$ cat src/rtl/control_unit_fsm_if.sv
// Control/status bus between control_unit_fsm (master) and dataPath_core (slave).
// Carries the run request, IR/flag feedback and the full datapath control word.
interface control_unit_fsm_if #(
  parameter int unsigned CNT_W = 16
);
  logic             run;
  logic [31:0]      IR_in;
  logic [3:0]       status;
  logic             w_reg;
  logic             C0;
  logic             mem_cs;
  logic             mem_write_en;
  logic             IR_load;
  logic             status_load;
  logic [31:0]      k;
  logic [4:0]       FS;
  logic [1:0]       size;
  logic [4:0]       SA;
  logic [4:0]       SB;
  logic [4:0]       DA;
  logic             add_tri_sel;
  logic [1:0]       data_tri_sel;
  logic [1:0]       PC_sel;
  logic             B_Sel;
  logic [2:0]       state;
  logic             halted;
  logic             illegal;
  logic [CNT_W-1:0] retired;

  modport master (
    input  run, IR_in, status,
    output w_reg, C0, mem_cs, mem_write_en, IR_load, status_load, k, FS, size,
           SA, SB, DA, add_tri_sel, data_tri_sel, PC_sel, B_Sel, state, halted,
           illegal, retired
  );

  modport slave (
    output run, IR_in, status,
    input  w_reg, C0, mem_cs, mem_write_en, IR_load, status_load, k, FS, size,
           SA, SB, DA, add_tri_sel, data_tri_sel, PC_sel, B_Sel, state, halted,
           illegal, retired
  );
endinterface

$ cat src/rtl/control_unit_fsm.sv
// Multi-cycle LEGv8-subset controller for dataPath_core: fetch, decode and one
// registered control word per state, plus halted/illegal/retired status.
module control_unit_fsm #(
  parameter int unsigned MEM_WAIT = 1,
  parameter int unsigned CNT_W    = 16
) (
  input  logic               clock,
  input  logic               reset,
  control_unit_fsm_if.master bus
);
  localparam int unsigned WAIT_W = (MEM_WAIT > 1) ? $clog2(MEM_WAIT) : 1;
  localparam logic [4:0]  FS_AND = 5'b00000;
  localparam logic [4:0]  FS_ORR = 5'b01100;
  localparam logic [4:0]  FS_ADD = 5'b01000;
  localparam logic [4:0]  FS_SUB = 5'b01001;

  typedef enum logic [2:0] {
    S_IDLE = 3'd0, S_FETCH = 3'd1, S_DECODE = 3'd2, S_EXEC = 3'd3,
    S_MEM = 3'd4, S_BRANCH = 3'd5, S_HALT = 3'd7
  } state_t;

  typedef enum logic [3:0] {
    C_ADD, C_SUB, C_AND, C_ORR, C_ADDI, C_SUBI, C_LDUR, C_STUR, C_B, C_CBZ, C_ILL
  } cls_t;

  state_t            r_state, w_nxt_state;
  logic [WAIT_W-1:0] r_cnt, w_nxt_cnt;
  logic              w_last, w_nxt_last, w_retire;
  logic [31:0]       r_ir, w_ir;
  cls_t              w_cls;
  logic [31:0]       w_k_i, w_k_d, w_k_b, w_k_cb;
  logic [CNT_W-1:0]  r_retired;
  logic              r_illegal, r_halted;

  logic        r_w_reg, r_c0, r_mem_cs, r_mem_we, r_ir_load, r_st_load, r_add, r_bsel;
  logic        w_w_reg, w_c0, w_mem_cs, w_mem_we, w_ir_load, w_st_load, w_add, w_bsel;
  logic [31:0] r_k, w_k;
  logic [4:0]  r_fs, w_fs, r_sa, w_sa, r_sb, w_sb, r_da, w_da;
  logic [1:0]  r_dts, w_dts, r_pc_sel, w_pc_sel;

  // Upper flag bits are carried on the bus but only Z steers CBZ.
  logic w_unused_flags;
  assign w_unused_flags = ^bus.status[3:1];

  // IR is live from the datapath while decoding, then held locally for later states.
  assign w_ir   = (r_state == S_DECODE) ? bus.IR_in : r_ir;
  assign w_k_i  = {20'd0, w_ir[21:10]};
  assign w_k_d  = {{23{w_ir[20]}}, w_ir[20:12]};
  assign w_k_b  = {{4{w_ir[25]}}, w_ir[25:0], 2'b00};
  assign w_k_cb = {{11{w_ir[23]}}, w_ir[23:5], 2'b00};

  always_comb begin
    w_cls = C_ILL;
    casez (w_ir[31:21])
      11'b10001011000: w_cls = C_ADD;
      11'b11001011000: w_cls = C_SUB;
      11'b10001010000: w_cls = C_AND;
      11'b10101010000: w_cls = C_ORR;
      11'b1001000100?: w_cls = C_ADDI;
      11'b1101000100?: w_cls = C_SUBI;
      11'b11111000010: w_cls = C_LDUR;
      11'b11111000000: w_cls = C_STUR;
      11'b000101?????: w_cls = C_B;
      11'b10110100???: w_cls = C_CBZ;
      default:         w_cls = C_ILL;
    endcase
  end

  assign w_last = (r_cnt == WAIT_W'(MEM_WAIT - 1));

  // Next state, wait counter and retire pulse.
  always_comb begin
    w_nxt_state = r_state;
    w_nxt_cnt   = '0;
    w_retire    = 1'b0;
    case (r_state)
      S_IDLE:   if (bus.run) w_nxt_state = S_FETCH;
      S_FETCH: begin
        if (w_last) w_nxt_state = S_DECODE;
        else        w_nxt_cnt   = r_cnt + WAIT_W'(1);
      end
      S_DECODE: w_nxt_state = (w_cls == C_ILL) ? S_HALT : S_EXEC;
      S_EXEC: begin
        case (w_cls)
          C_LDUR, C_STUR: w_nxt_state = S_MEM;
          C_CBZ:          w_nxt_state = S_BRANCH;
          default: begin
            w_nxt_state = S_FETCH;
            w_retire    = 1'b1;
          end
        endcase
      end
      S_MEM: begin
        if (w_last) begin
          w_nxt_state = S_FETCH;
          w_retire    = 1'b1;
        end else begin
          w_nxt_cnt = r_cnt + WAIT_W'(1);
        end
      end
      S_BRANCH: begin
        w_nxt_state = S_FETCH;
        w_retire    = 1'b1;
      end
      S_HALT:   w_nxt_state = S_HALT;
      default:  w_nxt_state = S_IDLE;
    endcase
  end

  assign w_nxt_last = (w_nxt_cnt == WAIT_W'(MEM_WAIT - 1));

  // Control word for the state about to be entered, so every strobe is a flop output.
  always_comb begin
    w_w_reg  = 1'b0; w_c0 = 1'b0; w_mem_cs = 1'b0; w_mem_we = 1'b0;
    w_ir_load = 1'b0; w_st_load = 1'b0; w_add = 1'b0; w_bsel = 1'b0;
    w_k = '0; w_fs = '0; w_sa = '0; w_sb = '0; w_da = '0;
    w_dts = 2'b00; w_pc_sel = 2'b00;
    case (w_nxt_state)
      S_FETCH: begin
        w_add     = 1'b1;
        w_mem_cs  = 1'b1;
        w_ir_load = w_nxt_last;
      end
      S_EXEC: begin
        w_sa = w_ir[9:5];
        w_sb = w_ir[20:16];
        w_da = w_ir[4:0];
        case (w_cls)
          C_ADD, C_SUB, C_AND, C_ORR, C_ADDI, C_SUBI: begin
            w_w_reg  = 1'b1;
            w_pc_sel = 2'b01;
            w_bsel   = (w_cls == C_ADDI) || (w_cls == C_SUBI);
            w_k      = w_bsel ? w_k_i : '0;
            w_c0     = (w_cls == C_SUB) || (w_cls == C_SUBI);
            case (w_cls)
              C_AND:   w_fs = FS_AND;
              C_ORR:   w_fs = FS_ORR;
              C_SUB,
              C_SUBI:  w_fs = FS_SUB;
              default: w_fs = FS_ADD;
            endcase
          end
          C_LDUR, C_STUR: begin
            w_fs   = FS_ADD;
            w_bsel = 1'b1;
            w_k    = w_k_d;
            if (w_cls == C_STUR) w_sb = w_ir[4:0];
          end
          C_B: begin
            w_k      = w_k_b;
            w_pc_sel = 2'b10;
          end
          C_CBZ: begin
            w_sa      = w_ir[4:0];
            w_sb      = w_ir[4:0];
            w_fs      = FS_ADD;
            w_bsel    = 1'b1;
            w_st_load = 1'b1;
          end
          default: ;
        endcase
      end
      S_MEM: begin
        w_fs     = FS_ADD;
        w_bsel   = 1'b1;
        w_k      = w_k_d;
        w_sa     = w_ir[9:5];
        w_sb     = w_ir[20:16];
        w_da     = w_ir[4:0];
        w_mem_cs = 1'b1;
        w_pc_sel = w_nxt_last ? 2'b01 : 2'b00;
        if (w_cls == C_STUR) begin
          w_mem_we = 1'b1;
          w_dts    = 2'b01;
          w_sb     = w_ir[4:0];
        end else begin
          w_dts   = 2'b11;
          w_w_reg = w_nxt_last;
        end
      end
      S_BRANCH: w_k = w_k_cb;
      default: ;
    endcase
  end

  always_ff @(posedge clock or negedge reset) begin
    if (!reset) begin
      r_state <= S_IDLE;   r_cnt <= '0;      r_ir <= '0;
      r_w_reg <= 1'b0;     r_c0 <= 1'b0;     r_mem_cs <= 1'b0;  r_mem_we <= 1'b0;
      r_ir_load <= 1'b0;   r_st_load <= 1'b0; r_add <= 1'b0;    r_bsel <= 1'b0;
      r_k <= '0;           r_fs <= '0;       r_sa <= '0;        r_sb <= '0;
      r_da <= '0;          r_dts <= 2'b00;   r_pc_sel <= 2'b00;
      r_retired <= '0;     r_illegal <= 1'b0; r_halted <= 1'b0;
    end else begin
      r_state <= w_nxt_state;  r_cnt <= w_nxt_cnt;
      if (r_state == S_DECODE) r_ir <= bus.IR_in;
      r_w_reg <= w_w_reg;      r_c0 <= w_c0;       r_mem_cs <= w_mem_cs;  r_mem_we <= w_mem_we;
      r_ir_load <= w_ir_load;  r_st_load <= w_st_load; r_add <= w_add;    r_bsel <= w_bsel;
      r_k <= w_k;              r_fs <= w_fs;       r_sa <= w_sa;          r_sb <= w_sb;
      r_da <= w_da;            r_dts <= w_dts;     r_pc_sel <= w_pc_sel;
      r_halted <= (w_nxt_state == S_HALT);
      if (w_retire) r_retired <= r_retired + CNT_W'(1);
      if ((r_state == S_DECODE) && (w_nxt_state == S_HALT)) r_illegal <= 1'b1;
    end
  end

  assign bus.w_reg        = r_w_reg;
  assign bus.C0           = r_c0;
  assign bus.mem_cs       = r_mem_cs;
  assign bus.mem_write_en = r_mem_we;
  assign bus.IR_load      = r_ir_load;
  assign bus.status_load  = r_st_load;
  assign bus.k            = r_k;
  assign bus.FS           = r_fs;
  assign bus.size         = 2'b11;
  assign bus.SA           = r_sa;
  assign bus.SB           = r_sb;
  assign bus.DA           = r_da;
  assign bus.add_tri_sel  = r_add;
  assign bus.data_tri_sel = r_dts;
  assign bus.B_Sel        = r_bsel;
  assign bus.state        = r_state;
  assign bus.halted       = r_halted;
  assign bus.illegal      = r_illegal;
  assign bus.retired      = r_retired;
  // CBZ flags are latched by the datapath on entry to BRANCH, so the PC choice follows them there.
  assign bus.PC_sel = (r_state == S_BRANCH) ? (bus.status[0] ? 2'b10 : 2'b01) : r_pc_sel;
endmodule
$ cat src/flat_wrapper.sv
// flat-port wrapper written by rule: the top's interface ports become plain ports
module control_unit_fsm_flat 
#(
  parameter int unsigned MEM_WAIT = 1,
  parameter int unsigned CNT_W    = 16
)
  (clock, reset, bus_run, bus_IR_in, bus_status, bus_w_reg, bus_C0, bus_mem_cs, bus_mem_write_en, bus_IR_load, bus_status_load, bus_k, bus_FS, bus_size, bus_SA, bus_SB, bus_DA, bus_add_tri_sel, bus_data_tri_sel, bus_PC_sel, bus_B_Sel, bus_state, bus_halted, bus_illegal, bus_retired);
  control_unit_fsm_if #(.CNT_W(CNT_W)) bus_i ();
  input  logic clock;
  input  logic reset;
  input wire logic [$bits(bus_i.run)-1:0] bus_run;
  input wire logic [$bits(bus_i.IR_in)-1:0] bus_IR_in;
  input wire logic [$bits(bus_i.status)-1:0] bus_status;
  output wire logic [$bits(bus_i.w_reg)-1:0] bus_w_reg;
  output wire logic [$bits(bus_i.C0)-1:0] bus_C0;
  output wire logic [$bits(bus_i.mem_cs)-1:0] bus_mem_cs;
  output wire logic [$bits(bus_i.mem_write_en)-1:0] bus_mem_write_en;
  output wire logic [$bits(bus_i.IR_load)-1:0] bus_IR_load;
  output wire logic [$bits(bus_i.status_load)-1:0] bus_status_load;
  output wire logic [$bits(bus_i.k)-1:0] bus_k;
  output wire logic [$bits(bus_i.FS)-1:0] bus_FS;
  output wire logic [$bits(bus_i.size)-1:0] bus_size;
  output wire logic [$bits(bus_i.SA)-1:0] bus_SA;
  output wire logic [$bits(bus_i.SB)-1:0] bus_SB;
  output wire logic [$bits(bus_i.DA)-1:0] bus_DA;
  output wire logic [$bits(bus_i.add_tri_sel)-1:0] bus_add_tri_sel;
  output wire logic [$bits(bus_i.data_tri_sel)-1:0] bus_data_tri_sel;
  output wire logic [$bits(bus_i.PC_sel)-1:0] bus_PC_sel;
  output wire logic [$bits(bus_i.B_Sel)-1:0] bus_B_Sel;
  output wire logic [$bits(bus_i.state)-1:0] bus_state;
  output wire logic [$bits(bus_i.halted)-1:0] bus_halted;
  output wire logic [$bits(bus_i.illegal)-1:0] bus_illegal;
  output wire logic [$bits(bus_i.retired)-1:0] bus_retired;
  assign bus_i.run = bus_run;
  assign bus_i.IR_in = bus_IR_in;
  assign bus_i.status = bus_status;
  assign bus_w_reg = bus_i.w_reg;
  assign bus_C0 = bus_i.C0;
  assign bus_mem_cs = bus_i.mem_cs;
  assign bus_mem_write_en = bus_i.mem_write_en;
  assign bus_IR_load = bus_i.IR_load;
  assign bus_status_load = bus_i.status_load;
  assign bus_k = bus_i.k;
  assign bus_FS = bus_i.FS;
  assign bus_size = bus_i.size;
  assign bus_SA = bus_i.SA;
  assign bus_SB = bus_i.SB;
  assign bus_DA = bus_i.DA;
  assign bus_add_tri_sel = bus_i.add_tri_sel;
  assign bus_data_tri_sel = bus_i.data_tri_sel;
  assign bus_PC_sel = bus_i.PC_sel;
  assign bus_B_Sel = bus_i.B_Sel;
  assign bus_state = bus_i.state;
  assign bus_halted = bus_i.halted;
  assign bus_illegal = bus_i.illegal;
  assign bus_retired = bus_i.retired;
  control_unit_fsm #(.MEM_WAIT(MEM_WAIT), .CNT_W(CNT_W)) u_core (.clock(clock), .reset(reset), .bus(bus_i));
endmodule
$ cat config.mk
export PLATFORM = sky130hd
export DESIGN_NAME = control_unit_fsm_flat
export DESIGN_NICKNAME = d
export VERILOG_FILES = /design/src/rtl/control_unit_fsm_if.sv /design/src/rtl/control_unit_fsm.sv /design/src/flat_wrapper.sv
export SDC_FILE = /design/constraint.sdc
export NUM_CORES = 1
export LEC_CHECK = 0
export BUFFER_PORTS_ARGS = -buffer_cell sky130_fd_sc_hd__buf_2
export CORE_AREA = 2 2 119 87
export CTS_CLUSTER_DIAMETER = 150
export DETAILED_ROUTE_END_ITERATION = 8
export DIE_AREA = 0 0 121 89
export PLACE_DENSITY = 0.86
export SLEW_MARGIN = 20
export SYNTH_ARGS = -nofsm -noshare
export SYNTH_HDL_FRONTEND = slang
export SYNTH_SLANG_ARGS = --single-unit
$ cat constraint.sdc
create_clock -name clock -period 7.75 [get_ports clock]
set_clock_uncertainty 0.2 [all_clocks]
set_input_delay 1.55 -clock clock [delete_from_list [all_inputs] [get_ports clock]]
set_output_delay 1.55 -clock clock [all_outputs]
set_load 0.02 [all_outputs]
==> qor.csv <==
metric,value,unit
die_area,10770,sq um
clkTransAtPathRegs,70,ps
pin_count,126,
syn_inst,535,
die_w,121,um
syn_area_per_cell,10.02,sq um
syn2layout_area_growth,15.52,%
status,"complete, no violations",
netlist_area,5361,sq um
drtIter0Drc,662,
fin_setup_tns,0,ps
place_ws,3167,ps
min-delay-start,u_core.bus.retired[15],
p_leak,3.102,nW
fin_hold_ws,286.3,ps
vdd_drop_max,0.0002331,V
yosysMostFrequentCell,dfrtp_1,
rsz0062_at_grt,false,
power.total,2.042,mW
relSlewSlack,33.07,%
cts_setup_buffers,0,
placementRows,30,
synth_seq_cells,110,
cp_max_fo,28,
n_antenna_cell,0,
synthMuxAreaShare,3.827,%
grt_overflow,0,
slew_violations,0,
start_util,56.46,%
grt_util_all_layers,28.92,%
fmax,230.6,MHz
numCtsBuffers,9,
drt_wl_total,14960,um
final_nets,668,
yosysWarnings,0,
synth-xor-area-share,2.614,%
route.met2.wl,6547,um
fillers,750,
synth_top_family_by_area,simple AND/OR/NAND/NOR gates,
hold_end,u_core.bus.retired[15],
cts_tree,yes,
met1_length,6472,um
ys.flop_type,dfrtp_1,
grt_pass1_vias,4357,
synth_cell_types,65,
p_per_area,329.6,nW/um^2
wl_per_cell,19.66,um
hold_violations,0,
synthArstFlopShare,100.0,%
largest_reg_flops,32,
htreeDepth,3,
port_buffers,118,
synth_seq_area_share,51.34,%
cts_hold_repair.buffers,0,
hp-class,reg2reg,
whs_path_depth,1,
min_period,4336,ps
clockBufferDepth,2,
max_cap_violations,0,
netlist.top_cell.by_area,dfrtp_1,
clock_latency,350,ps
place.gp.congestion,0.9185,
critPathArrivalTime,4300,ps
core_area,9497,sq um
end_kind,register,
wl_met3,1576,um
fin_crit_sh,55.94,%
cts.sinks,110,
synth_edf_count,0,
yosysTopAreaCellShare,51.34,%
synth_area_leaders,"dfrtp_1 (51%), nand2_1 (6.5%), mux2i_1 (3.0%)",
synth_common_cells,"dfrtp_1 (110), nand2_1 (93), a21oi_1 (31), nor2_1 (26), inv_1 (21)",
reg2reg_from,u_core.bus.state[1],
r2r_slack,3790,ps
grt_max_degree,88,
drive_gt1_share,25.43,%
utilization,65.22,%
required,7720,ps
root_buffer,clkbuf_16,
setup_viol,0,
synth-adder-area-share,0.2334,%
drt-vias-per-instance,6.200,
ant_nets,0,
firstDrtPassIters,7,
timing.rr.end,u_core.bus.k[16],
drt_drc_violations_left,0,
worst_slew_pin_slew,1004,ps
synth_compound_area_share,17.46,%
critPathKind,in2reg,
r2r_cells,6,
yosys.area_share.simple,17.99,%
die_height,89,um
top_layer,met4,
dp_hpwl,10810,um
antenna_found_initial,0,
vias,4718,
grt_pass1_wl,23450,um
max_flop_register,u_core.r_ir,
fin_ws,3414,ps
worst_setup_path_start_kind,input port,
cts_resized,0,
per-layer routing:
metal	track usage (%)	vias to the layer above
met5	0	-
met4	10.78	0
met3	6.696	40
met2	42.85	315
met1	41.88	2266
li1	-	2097
final cells by class:
type	instances	area (sq um)	area share, %
clock buffers	12	246.5	3.980
clock inverters	4	30.03	0.4848
inverters	22	82.58	1.333
multi-input cells	361	2280	36.81
flip-flops and latches	110	2753	44.44
well taps	128	160.2	2.586
repair buffers	124	641.9	10.36
through the flow:
stage | area, sq um | cells
after CTS | 6190 | 761
after floorplan | 5369 | 537
after global routing | 6193 | 761
after global placement | 5913 | 745
after detailed placement | 5913 | 745
final | 6193 | 761
how the worst max path moves through the flow:
stage                   from          endpoint  slack [ps]  cells after the start
2_1_floorplan  bus_status[0]     bus_PC_sel[0]        3880                      1
3_3_place_gp   bus_IR_in[26]   u_core.bus.k[4]        3210                      7
3_5_place_dp   bus_IR_in[26]  u_core.bus.k[16]        3170                      7
4_1_cts        bus_IR_in[26]  u_core.bus.k[18]        3480                      7
5_1_grt        bus_IR_in[26]  u_core.bus.k[16]        3260                      7
6_report       bus_IR_in[26]  u_core.bus.k[16]        3410                      7
critical path, cell delays in order:
cell and delay [ps]:
buf_2 120, nor3b_1 140, and4_1 220, a41o_1 560, nor3b_2 560, a21o_1 850
o221ai_1 280
cells in the final DEF, fill, tap and decap left out, drive strengths merged, types with 3 or more instances in the layout:
cell	count
nor2	28
a41o	6
and3	3
dfrtp	110
clkbuf	12
xnor2	4
nor3	11
a221oi	3
buf	124
nor4b	5
nor3b	10
o21ai	20
conb	4
nand2	93
a22oi	3
o211ai	6
a21o	3
o22ai	12
nand4	3
and2	3
nand3b	5
xor2	12
a21oi	31
o221ai	15
nand3	12
a32o	6
or2	3
inv	23
nand2b	3
mux2i	16
o21bai	3
mux2	4
a222oi	6
power by group:
group | switching, mW | internal, mW
logic | 0.558 | 0.246
clock network | 0.207 | 0.229
registers | 0.107 | 0.694
cell families after synthesis:
kind of cell | after synthesis
fa+ha+maj | 1
other cells | 2
buf+inv | 66
simple gates | 194
xor+xnor | 16
compound gates | 126
mux | 20
flops | 110
(Power assumes the default switching activity.)
